`src/rtl/alu_op_sequencer.sv`:
```
// Control stage in front of the structural ALU: decodes a request, holds operands
// through a settle window, then captures result and flags onto a response port.
module alu_op_sequencer #(
    parameter int WIDTH         = 32,
    parameter int SETTLE_CYCLES = 4
) (
    input  logic             clk,
    input  logic             rst_n,
    input  logic             req_valid,
    output logic             req_ready,
    input  logic [2:0]       req_op,
    input  logic [WIDTH-1:0] req_a,
    input  logic [WIDTH-1:0] req_b,
    output logic [WIDTH-1:0] alu_a,
    output logic [WIDTH-1:0] alu_b,
    output logic [1:0]       alu_sel,
    output logic             alu_binv,
    output logic             alu_cin,
    input  logic [WIDTH-1:0] alu_result,
    input  logic             alu_cout,
    output logic             rsp_valid,
    input  logic             rsp_ready,
    output logic [WIDTH-1:0] rsp_result,
    output logic             rsp_zero,
    output logic             rsp_carry,
    output logic             rsp_err,
    output logic [2:0]       rsp_op
);

    localparam logic [1:0] IDLE   = 2'd0;
    localparam logic [1:0] SETTLE = 2'd1;
    localparam logic [1:0] DONE   = 2'd2;

    localparam logic [2:0] OP_AND = 3'b000;
    localparam logic [2:0] OP_OR  = 3'b001;
    localparam logic [2:0] OP_ADD = 3'b010;
    localparam logic [2:0] OP_SUB = 3'b110;
    localparam logic [2:0] OP_SLT = 3'b111;

    localparam int CNT_W = (SETTLE_CYCLES > 1) ? $clog2(SETTLE_CYCLES) : 1;
    localparam logic [CNT_W-1:0] CNT_LOAD = CNT_W'(SETTLE_CYCLES - 1);

    logic [1:0]       state;
    logic [1:0]       state_next;
    logic [CNT_W-1:0] cnt;
    logic             accept;
    logic             dec_legal;
    logic [1:0]       dec_sel;
    logic             dec_binv;
    logic             dec_cin;
    logic             carry_op;
    logic             settle_done;

    assign accept      = req_valid & req_ready;
    assign settle_done = (state == SETTLE) && (cnt == '0);
    assign carry_op    = (rsp_op == OP_ADD) || (rsp_op == OP_SUB);

    // Subtract-style ops drive the adder with inverted B plus carry-in (two's complement).
    always_comb begin
        dec_legal = 1'b1;
        dec_sel   = 2'b00;
        dec_binv  = 1'b0;
        dec_cin   = 1'b0;
        case (req_op)
            OP_AND: dec_sel = 2'b00;
            OP_OR:  dec_sel = 2'b01;
            OP_ADD: dec_sel = 2'b10;
            OP_SUB: begin
                dec_sel  = 2'b10;
                dec_binv = 1'b1;
                dec_cin  = 1'b1;
            end
            OP_SLT: begin
                dec_sel  = 2'b11;
                dec_binv = 1'b1;
                dec_cin  = 1'b1;
            end
            default: dec_legal = 1'b0;
        endcase
    end

    always_comb begin
        state_next = state;
        case (state)
            IDLE:    if (accept) state_next = dec_legal ? SETTLE : DONE;
            SETTLE:  if (cnt == '0) state_next = DONE;
            DONE:    if (rsp_ready) state_next = IDLE;
            default: state_next = IDLE;
        endcase
    end

    // Handshake flags are registered copies of where the FSM is headed.
    always_ff @(posedge clk or negedge rst_n) begin
        if (!rst_n) begin
            state     <= IDLE;
            req_ready <= 1'b0;
            rsp_valid <= 1'b0;
        end else begin
            state     <= state_next;
            req_ready <= (state_next == IDLE);
            rsp_valid <= (state_next == DONE);
        end
    end

    always_ff @(posedge clk or negedge rst_n) begin
        if (!rst_n) begin
            alu_a    <= '0;
            alu_b    <= '0;
            alu_sel  <= 2'b00;
            alu_binv <= 1'b0;
            alu_cin  <= 1'b0;
            cnt      <= '0;
        end else begin
            if (accept && dec_legal) begin
                alu_a    <= req_a;
                alu_b    <= req_b;
                alu_sel  <= dec_sel;
                alu_binv <= dec_binv;
                alu_cin  <= dec_cin;
                cnt      <= CNT_LOAD;
            end else if ((state == SETTLE) && (cnt != '0)) begin
                cnt <= cnt - 1'b1;
            end
        end
    end

    // Illegal ops bypass the ALU entirely and answer with a zero result plus err.
    always_ff @(posedge clk or negedge rst_n) begin
        if (!rst_n) begin
            rsp_result <= '0;
            rsp_zero   <= 1'b0;
            rsp_carry  <= 1'b0;
            rsp_err    <= 1'b0;
            rsp_op     <= 3'b000;
        end else begin
            if (accept) begin
                rsp_op <= req_op;
                if (!dec_legal) begin
                    rsp_result <= '0;
                    rsp_zero   <= 1'b1;
                    rsp_carry  <= 1'b0;
                    rsp_err    <= 1'b1;
                end
            end else if (settle_done) begin
                rsp_result <= alu_result;
                rsp_zero   <= (alu_result == '0);
                rsp_carry  <= carry_op ? alu_cout : 1'b0;
                rsp_err    <= 1'b0;
            end
        end
    end

endmodule

```
`config.mk`:
```
export PLATFORM = sky130hd
export DESIGN_NAME = alu_op_sequencer
export DESIGN_NICKNAME = d
export VERILOG_FILES = /design/src/rtl/alu_op_sequencer.sv
export SDC_FILE = /design/constraint.sdc
export NUM_CORES = 1
export LEC_CHECK = 0
export BUFFER_PORTS_ARGS = -buffer_cell sky130_fd_sc_hd__buf_2
export CORE_ASPECT_RATIO = 0.8
export CORE_UTILIZATION = 46
export DETAILED_ROUTE_END_ITERATION = 12
export PLACE_DENSITY = 0.79
export SYNTH_ARGS = -nofsm -noshare
export SYNTH_HDL_FRONTEND = slang
export SYNTH_SLANG_ARGS = --single-unit
```
`constraint.sdc`:
```
create_clock -name clk -period 1.69 [get_ports clk]
set_input_delay 0.338 -clock clk [delete_from_list [all_inputs] [get_ports clk]]
set_output_delay 0.338 -clock clk [all_outputs]
set_load 0.02 [all_outputs]
```
* Word-level counts from Yosys, hierarchy flattened
Index checks and enable logic that the tools add are counted.
Operators by class: add/subtract/negate cells 1, equal/unequal tests 10, multiplexer cells 22, bitwise logic cells 1, reductions and logical operators 16
Operator list (number):
- $mux 32 | 3
- $logic_not 32->1 | 1
- $mux 2 | 6
- $pmux 2 s3 | 2
- $mux 1 | 11
- $eq 3x3->1 const B | 3
- $eq 3x2->1 const B | 2
- $logic_not 2->1 | 3
- $reduce_bool 2->1 | 3
- $reduce_or 5->1 | 1
- $eq 2x2->1 const B | 2
- $reduce_or 2->1 | 2
- $eq 3x1->1 const B | 1
- $logic_and 1x1->1 | 3
- $logic_not 3->1 | 1
- $eq 2x1->1 const B | 1
- $ne 2x2->1 const B | 1
- $reduce_and 2->1 | 1
- $sub 2x1->2 const B | 1
- $and 1x1->1 | 1
- $logic_or 1x1->1 | 1
Storage, ports and cells: flip-flop bits (word level) 111, input bits 104, output and inout port bits 108, logic and storage cells 63

* Longest topological paths before layout
Gate-level depths: netlist of run 1.
depth after elaboration 7, depth in mapped cells 7, mapped depth without buffers 5

* Worst setup path after synthesis of run 1
No wires, ideal clock.
path type flip-flop to flip-flop, start point register req_ready, end point register alu_a[20], setup time 0.125 ns, arrival 1.399 ns, required time 1.565 ns, slack 0.166 ns, stages on the path, launching flop included 6, buffers on the path 2, period minus slack after synthesis 1.524 ns, cell sequence dfrtp_1 > and2_1 > nand3_2 > buf_6 > buf_2 > mux2_2
Between the ends: word-level cells in the longest chain between the ends 2
Ends and longest elaborated chain:
- start: declaration | line 10 | output logic req_ready,
- start signal: assignment | line 100 | req_ready <= (state_next == IDLE);
- $and 1x1->1 | line 54 | assign accept = req_valid & req_ready;
- $logic_and 1x1->1 | line 114 | if (accept && dec_legal) begin
- end signal: assignment | line 115 | alu_a <= req_a;
- end: declaration | line 14 | output logic [WIDTH-1:0] alu_a,
Every way passes these cells. A chain may end at the register's enable or synchronous reset.

* Final worst setup path of run 1
start point register req_ready, end point register alu_a[25]
Same word-level chain as after synthesis.

==> flow_summary.toml, run 1 <==
[run_status]
status = "finished with violations"
violations = "design-rule violations"

[critical_path]
critPathMaxFanout = 47
cp-start-kind = "register"
cp-end-kind = "register"
rr_worst_depth = 4
crit_required_ps = 1910
crit_arrival_ps = 1680
critPathKind = "register to register"

[floorplanning]
start_util = 0.4776
ios = 212
std_cell_rows = 31
die_width_um = 111.0
die_y_um = 89.20
dieArea_um2 = 9900
core_area_um2 = 9154

[global_route]
antenna_found_initial = 0
grt_max_degree = 48
grt_pass1_vias = 3192
grtUsageTotal = 0.2042
grt_pass1_wl_um = 15750
grt.overflow.total = 0

[finish]
finish.instance_area_um2 = 5879
drive_above_1_share = 0.5297
n_antenna_cell = 0
final_common_cell = "buf_2"
final_core_util = 0.6423
final_nets = 673
instances_no_fill = 687
layout_common_cells = "buf_2, dfrtp_1, nand2_1, mux2_2, o21ai_0"
area_delta_synth_final_pct = 34.49

[pwr]
p_leak_nw = 2.992
vdd_drop_max_mv = 1.037
p_per_area_nw_per_um2 = 1898

[clocking]
clkLatencyLatePin_ps = 340
cts_root_buffer = "clkbuf_16"
cts_max_path_buffers = 2
numCtsBuffers = 9
cts_setup_buffers = 0
clk_pin_slew_ps = 70
htreeDepth = 3
tritoncts = "built"
cts_sinks = 111

[hold_path]
hold_path_class = "primary input to register"
holdPathStages = 3

[logic_synthesis]
avgSynthCellArea_um2 = 12.38
synth_flop_cell = "dfrtp_1"
synth.area.top_cells = "dfrtp_1, mux2_2, nand2_1"
synth_cells = 353
synthesis.nets = 458
ys_ff_latch = 111
synth_edf_count = 0
yosysTopAreaCellShare = 0.6354
yosys.area.top_type = "dfrtp_1"
synth.distinct_cells = 32
ys_seq_area_frac = 0.6354
ys_warn_count = 0
netlist_area_um2 = 4372
async_flop_share = 1.000

[detailed_routing]
wl_um = 10010
drtAntennaViolNets = 0
dr_wl_met2_um = 5015
vias_per_cell = 5.029
drt-pass1-iter-count = 8
drtIter0Drc = 241
post_drt_wl_per_cell_um = 14.57
wl_met3_um = 746
routed.top_layer = "met4"
vias = 3455
drt-met1-wl_um = 4125
drcViolationCount = 28

[timing]
worst_slew_pin_slew_ps = 445.5
grt_setup_unrepaired = "no"
setup_viol_count_final = 0
max_freq_ghz = 0.6857
whs_ps = 218.6
slew_headroom = 0.7002
post-route-period-util = 0.8629
hold_viol_final = 0
period_minus_slack_ps = 1458
setup_tns_ps = 0
final_max_slew_viol_count = 0
clock_skew_ps = 5.649

[placement]
placed_area_um2 = 5602
placed_cells = 671
place_congestion = 0.8669
port_buffers = 211
hpwlAfterDp_um = 7549

[job]
max_cap_viol_count = 0
==> layout make-up <==
type                       instances  area [um^2]
sequential                       111         2778
clock inverter                     3        20.02
fill                             716         3274
tap                              115        143.9
multi-input combinational        216         1464
timing repair buffer             223         1201
clock buffer                      12        246.5
inverter                           7        26.28
==> worst paths after layout <==
| path | from | end | slack, ps |
|---|---|---|---|
| hold / removal | alu_result[18] | rsp_result[18] | 220 |
| setup / recovery | req_ready | alu_a[25] | 230 |
| max in group asynchronous | rst_n | alu_a[22] | 650 |
| hold reg to reg | rsp_op[0] | rsp_carry | 490 |
| setup reg to reg | req_ready | alu_a[25] | 230 |
| min in group asynchronous | rst_n | rsp_result[29] | 470 |
==> state kept, by name (all words and copies together) (netlist names) <==
signal	flops
state	2
rsp_valid	1
cnt	2
rsp_err	1
rsp_result	32
rsp_zero	1
alu_cin	1
alu_b	32
alu_a	32
req_ready	1
alu_sel	2
rsp_op	3
rsp_carry	1
==> routing by layer <==
layer,up-vias,global-route usage
met5,-,0
met4,0,0.07347
met3,12,0.05898
met2,140,0.3419
met1,1663,0.2582
li1,1640,-
==> cell families after synthesis <==
family	count (synthesis)	synth area share
fa+ha+maj	1	0.002862
xor+xnor	1	0.002004
mux	65	0.1674
simple gates	97	0.09559
buf+inv	26	0.03005
compound gates	52	0.06669
flops	111	0.6354
==> worst max-delay path, cell delays in order (launching register included) <==
cell and delay [ps]:
dfrtp_1 390, and2_1 180, nand3_2 120, buf_12 250, mux2_2 370
==> synth_stat cells (all sizes together) (2+ instances only) <==
library cell / n
dfrtp: 111
nand2: 73
mux2: 65
o21ai: 39
buf: 15
nor4: 8
inv: 7
nor2: 5
clkbuf: 4
a21oi: 3
nand2b: 2
nand3: 2
nand3b: 2
nand4: 2
o22ai: 2
==> stage by stage <==
stage | setup slack, ps | power (mW)
3_5_place_dp | 101.2 | 9.341
2_1_floorplan | 166.1 | 7.527
4_1_cts | 108.1 | 11.29
6_report | 231.7 | 11.16
3_3_place_gp | 142.1 | 9.168
5_1_grt | 88.26 | 11.86
==> repair_timing <==
action,CTS,global route
endpoints found under the setup margin,0,8
resized for setup,0,1
hold buffers,1,0
hold endpoints to repair,27,0
==> power breakdown <==
group          internal [mW]  leakage (nW)  switching [mW]
combinational           1.92          1.50            2.87
sequential              3.87          1.36           0.592
clock                   1.03         0.125           0.878
(Power assumes the default switching activity.)
==> run 2, diff against run 1 <==
- ABC_AREA: default -> 1
- CORE_MARGIN: default -> 4
- HOLD_SLACK_MARGIN: default -> 0.08
- PLACE_DENSITY: 0.79 -> 0.78
==> flow_summary.toml, run 2 <==
[run_status]
status = "finished, final reports clean"

[detailed_routing]
drtAntennaViolNets = 0
drt-pass1-iter-count = 5
wl_um = 11070
drcViolationCount = 0
post_drt_wl_per_cell_um = 13.13
vias_per_cell = 4.713
drtIter0Drc = 269
vias = 3973

[clocking]
clk_pin_slew_ps = 70
cts_sinks = 111
cts_root_buffer = "clkbuf_16"
cts_max_path_buffers = 2
clkLatencyLatePin_ps = 330
htreeDepth = 3
tritoncts = "built"
numCtsBuffers = 9

[logic_synthesis]
avgSynthCellArea_um2 = 8.871
ys_seq_area_frac = 0.6139
synth_most_common_cell = "nand2_1"
synth_edf_count = 0
synth.area.top_cells = "dfrtp_1, nand2_1, nand3_1"
async_flop_share = 1.000
netlist_area_um2 = 4524
ys_top_cells_by_count = "nand2_1, dfrtp_1, inv_1, nand3_1, o21ai_0"
ys_ff_latch = 111
synth_flop_cell = "dfrtp_1"
synthesis.nets = 615
yosys.area.top_type = "dfrtp_1"
yosysTopAreaCellShare = 0.6139
synth.distinct_cells = 25
synth_cells = 510
ys_warn_count = 0

[floorplanning]
start_util = 0.4708
dieArea_um2 = 11500
die_width_um = 118.9
ios = 212
core_area_um2 = 9609
die_y_um = 96.71
std_cell_rows = 32

[timing]
hold_viol_final = 0
slew_headroom = 0.6919
final_max_slew_viol_count = 0
period_minus_slack_ps = 1364
setup_viol_count_final = 0
setup_tns_ps = 0
post-route-period-util = 0.8072
clock_skew_ps = 8.147
max_freq_ghz = 0.7330
grt_setup_unrepaired = "no"
worst_slew_pin_slew_ps = 462.2

[finish]
layout_common_cells = "nand2_1, buf_2, dfrtp_1, inv_1, nand3_1"
final_nets = 824
reg.largest.list = "alu_a (32), alu_b (32), rsp_result (32)"
final_core_util = 0.6207
area_delta_synth_final_pct = 31.83
drive_above_1_share = 0.3356
final_common_cell = "nand2_1"
instances_no_fill = 843
n_antenna_cell = 0

[global_route]
antenna_found_initial = 0
grt_max_degree = 65
grt_pass1_vias = 3995
grtUsageTotal = 0.1972
grt_pass1_wl_um = 18720
grt.overflow.total = 0

[pwr]
p_leak_nw = 3.540
p_per_area_nw_per_um2 = 1888
vdd_drop_max_mv = 0.8826

[placement]
place_congestion = 0.7943
placed_cells = 826
hpwlAfterDp_um = 8500
port_buffers = 211

[hold_path]
hold_path_class = "primary input to register"

[critical_path]
crit_arrival_ps = 1570
critPathMaxFanout = 64
cp-start-kind = "register"
crit_required_ps = 1900
cp-end-kind = "register"
critPathKind = "register to register"

[job]
max_cap_viol_count = 0
==> run 2: changes by cell type after synthesis, moves of 9 or more <==
cell and change:
nand2_1 +149, mux2_2 -65, inv_1 +32, nand3_1 +32
nor2_1 +21, o21ai_0 -9
==> run 2: layout make-up <==
| cell class | instances | area [um^2] |
|---|---|---|
| timing repair buffer | 222 | 1194 |
| clock inverter | 3 | 17.52 |
| clock buffer | 13 | 260.3 |
| inverter | 41 | 156.4 |
| sequential | 111 | 2778 |
| fill | 855 | 3645 |
| multi-input combinational | 334 | 1410 |
| tap | 119 | 148.9 |
==> run 2: worst paths after layout <==
path                           start             end  slack, ps  cells past startpoint
max                           cnt[0]  rsp_result[16]        330                      6
min                         req_b[3]        alu_b[3]        200                      3
max reg2reg                   cnt[0]  rsp_result[16]        330                      6
min reg2reg                alu_a[31]       alu_a[31]        470                      2
max in group asynchronous      rst_n  rsp_result[23]        600                      3
min in group asynchronous      rst_n       alu_a[11]        520                      2
==> run 2: routing by layer <==
layer  vias to the layer above  track usage  wire length, um
met5                         -            0                0
met4                         0      0.06500              235
met3                        18      0.03916              545
met2                       120       0.3419             5704
met1                      1856       0.2483             4584
li1                       1979            -                -
==> run 2: power breakdown <==
| group | internal, mW | switching (mW) |
|---|---|---|
| clock network | 1.08 | 0.868 |
| registers | 3.89 | 0.686 |
| logic | 1.61 | 3.13 |
| total | 6.58 | 4.69 |
==> run 2: kinds of logic after synthesis <==
group | synth area share
buffers and inverters | 0.07439
xor gates and xnor gates | 0.003872
AOI/OAI and AO/OA | 0.04978
adders and majority gates | 0.002765
and+or+nand+nor | 0.2553
DFF | 0.6139
==> run 2: per-stage QoR <==
| stage | hold WS (ps) | area (um^2) | total power [mW] | worst slack [ps] |
|---|---|---|---|---|
| floorplan | 42.41 | 4524 | 7.529 | 416.7 |
| global placement | 313.9 | 5677 | 9.255 | 297.8 |
| detailed placement | 325.4 | 5677 | 9.422 | 238.4 |
| CTS | 183.6 | 5964 | 11.41 | 312.9 |
| global route | 195.0 | 5964 | 12.03 | 222.6 |
| finish | 196.0 | 5964 | 11.26 | 325.8 |
==> run 2: what timing repair did <==
action	in CTS	in global routing
hold endpoints to repair	33	0
hold buffers	1	0
buffers inserted	0	0
resized for setup	0	0
==> run 2: critical path, stage by stage (launching register included) <==
cell and delay [ps]:
dfrtp_1 380, inv_1 60, ha_1 200, nand3_2 150
buf_12 220, nand3_1 110, o21ai_0 100
==> run 3, diff against run 2 <==
- clock period: 1.69 -> 1.4 ns (I/O delays scaled with it)
==> flow_summary.toml, run 3 (synthesized netlist as in run 2, its figures left out) <==
[run_status]
status = "finished, final reports clean"

[placement]
hpwlAfterDp_um = 8729
place_congestion = 0.7747
port_buffers = 211

[floorplanning]
core_area_um2 = 9609
dieArea_um2 = 11500
std_cell_rows = 32
start_util = 0.4708
ios = 212
die_width_um = 118.9
die_y_um = 96.71

[timing]
hold_viol_final = 0
worst_slew_pin_slew_ps = 362.7
setup_tns_ps = 0
post-route-period-util = 0.9310
period_minus_slack_ps = 1303
slew_headroom = 0.7582
max_freq_ghz = 0.7672
final_max_slew_viol_count = 0
clock_skew_ps = 8.093
grt_setup_unrepaired = "no"
setup_viol_count_final = 0

[finish]
n_antenna_cell = 0
final_core_util = 0.6305
layout_common_cells = "nand2_1, buf_2, dfrtp_1, inv_1, nand3_1"
seq_area_um2 = 2778
final_common_cell = "nand2_1"
nFillCells = 826
drive_above_1_share = 0.3407
area_delta_synth_final_pct = 33.90
multi_input_area_um2 = 1415
reg.largest.list = "alu_a (32), alu_b (32), rsp_result (32)"
final_nets = 830

[global_route]
grtUsageMet2 = 0.3515
grt_pass1_wl_um = 18820
grt_max_degree = 47
antenna_found_initial = 0
grt_pass1_vias = 4011
grt.overflow.total = 0
use_met1 = 0.2436
top_usage_layer = "met2"
grtUsageTotal = 0.1984
grt.met3_usage = 0.04442

[detailed_routing]
post_drt_wl_per_cell_um = 13.26
drcViolationCount = 0
drtIter0Drc = 155
wl_um = 11230
drt-pass1-iter-count = 4
vias_per_cell = 4.732
drtAntennaViolNets = 0
vias = 4008

[critical_path]
crit_required_ps = 1670
r2r-start = "req_ready"
cp-end-kind = "register"
rr_endpoint = "alu_a[14]"
critPathMaxFanout = 29
cp-start-kind = "register"
cp-startpoint = "req_ready"
crit_arrival_ps = 1570
rr_worst_depth = 6
critPathKind = "register to register"
rrSetupSlack_ps = 100

[clocking]
clk_pin_slew_ps = 70
cts_root_buffer = "clkbuf_16"
clkLatencyLatePin_ps = 330
cts_setup_buffers = 0
numCtsBuffers = 9
htreeDepth = 3
cts_sinks = 111
cts_max_path_buffers = 2
tritoncts = "built"

[pwr]
vdd_drop_max_mv = 1.201
p_per_area_nw_per_um2 = 2273
p_leak_nw = 3.583
p_total_mw = 13.77

[hold_path]
whs_endpoint = "alu_b[10]"
holdPathStages = 3
hold_start = "req_b[10]"
hold_path_class = "primary input to register"

[job]
max_cap_viol_count = 0
[run 3: final cells by class]
type,count,area share
Clock buffer,13,0.04131
Inverter,41,0.02582
Clock inverter,1,0.004957
Tap cell,119,0.02458
Multi-Input combinational cell,334,0.2336
Timing Repair Buffer,228,0.2113
Sequential cell,111,0.4585
[run 3: routing by layer]
metal / up-vias / part of all wire
met5: - / 0
met4: 0 / 0.018
met3: 15 / 0.051
met2: 115 / 0.52
met1: 1886 / 0.41
li1: 1992 / -
[run 3: worst max-delay path by stage]
stage                           to  slack, ps  cells after the start
floorplan           rsp_result[25]        130                      6
global placement           alu_cin        140                      7
detailed placement       alu_a[14]         80                      7
CTS                      alu_a[14]         90                      6
global route        rsp_result[21]         20                      6
finish                   alu_a[14]        100                      6
[run 3: power by group]
part / total [mW] / switching, mW / leakage, nW / internal [mW]
clock network: 2.44 / 1.02 / 0.136 / 1.42
logic: 5.82 / 3.81 / 2.04 / 2.01
registers: 5.51 / 0.812 / 1.41 / 4.70
total: 13.8 / 5.64 / 3.58 / 8.12
[run 3: repair_timing]
action	in CTS	in global routing
resized for setup	0	3
endpoints found under the setup margin	0	4
endpoints found under the hold margin	21	0
hold buffers	1	0
[run 3: critical path, cell delays in order (launching register included)]
cell     delay [ps]
dfrtp_1         370
nand2_1         120
inv_2            90
nand2_4         130
buf_4           300
nand2_1         110
nand2_1         100
[run 3: per-stage QoR]
step	cell area (um^2)	std cells	hold WS, ps	setup WS (ps)
floorplan	4524	510	-15.59	126.7
detailed placement	5759	832	215.4	77.71
finish	6058	847	139.0	96.55
global placement	5759	832	211.0	138.3
CTS	6050	847	127.4	85.99
global route	6058	847	133.0	15.37
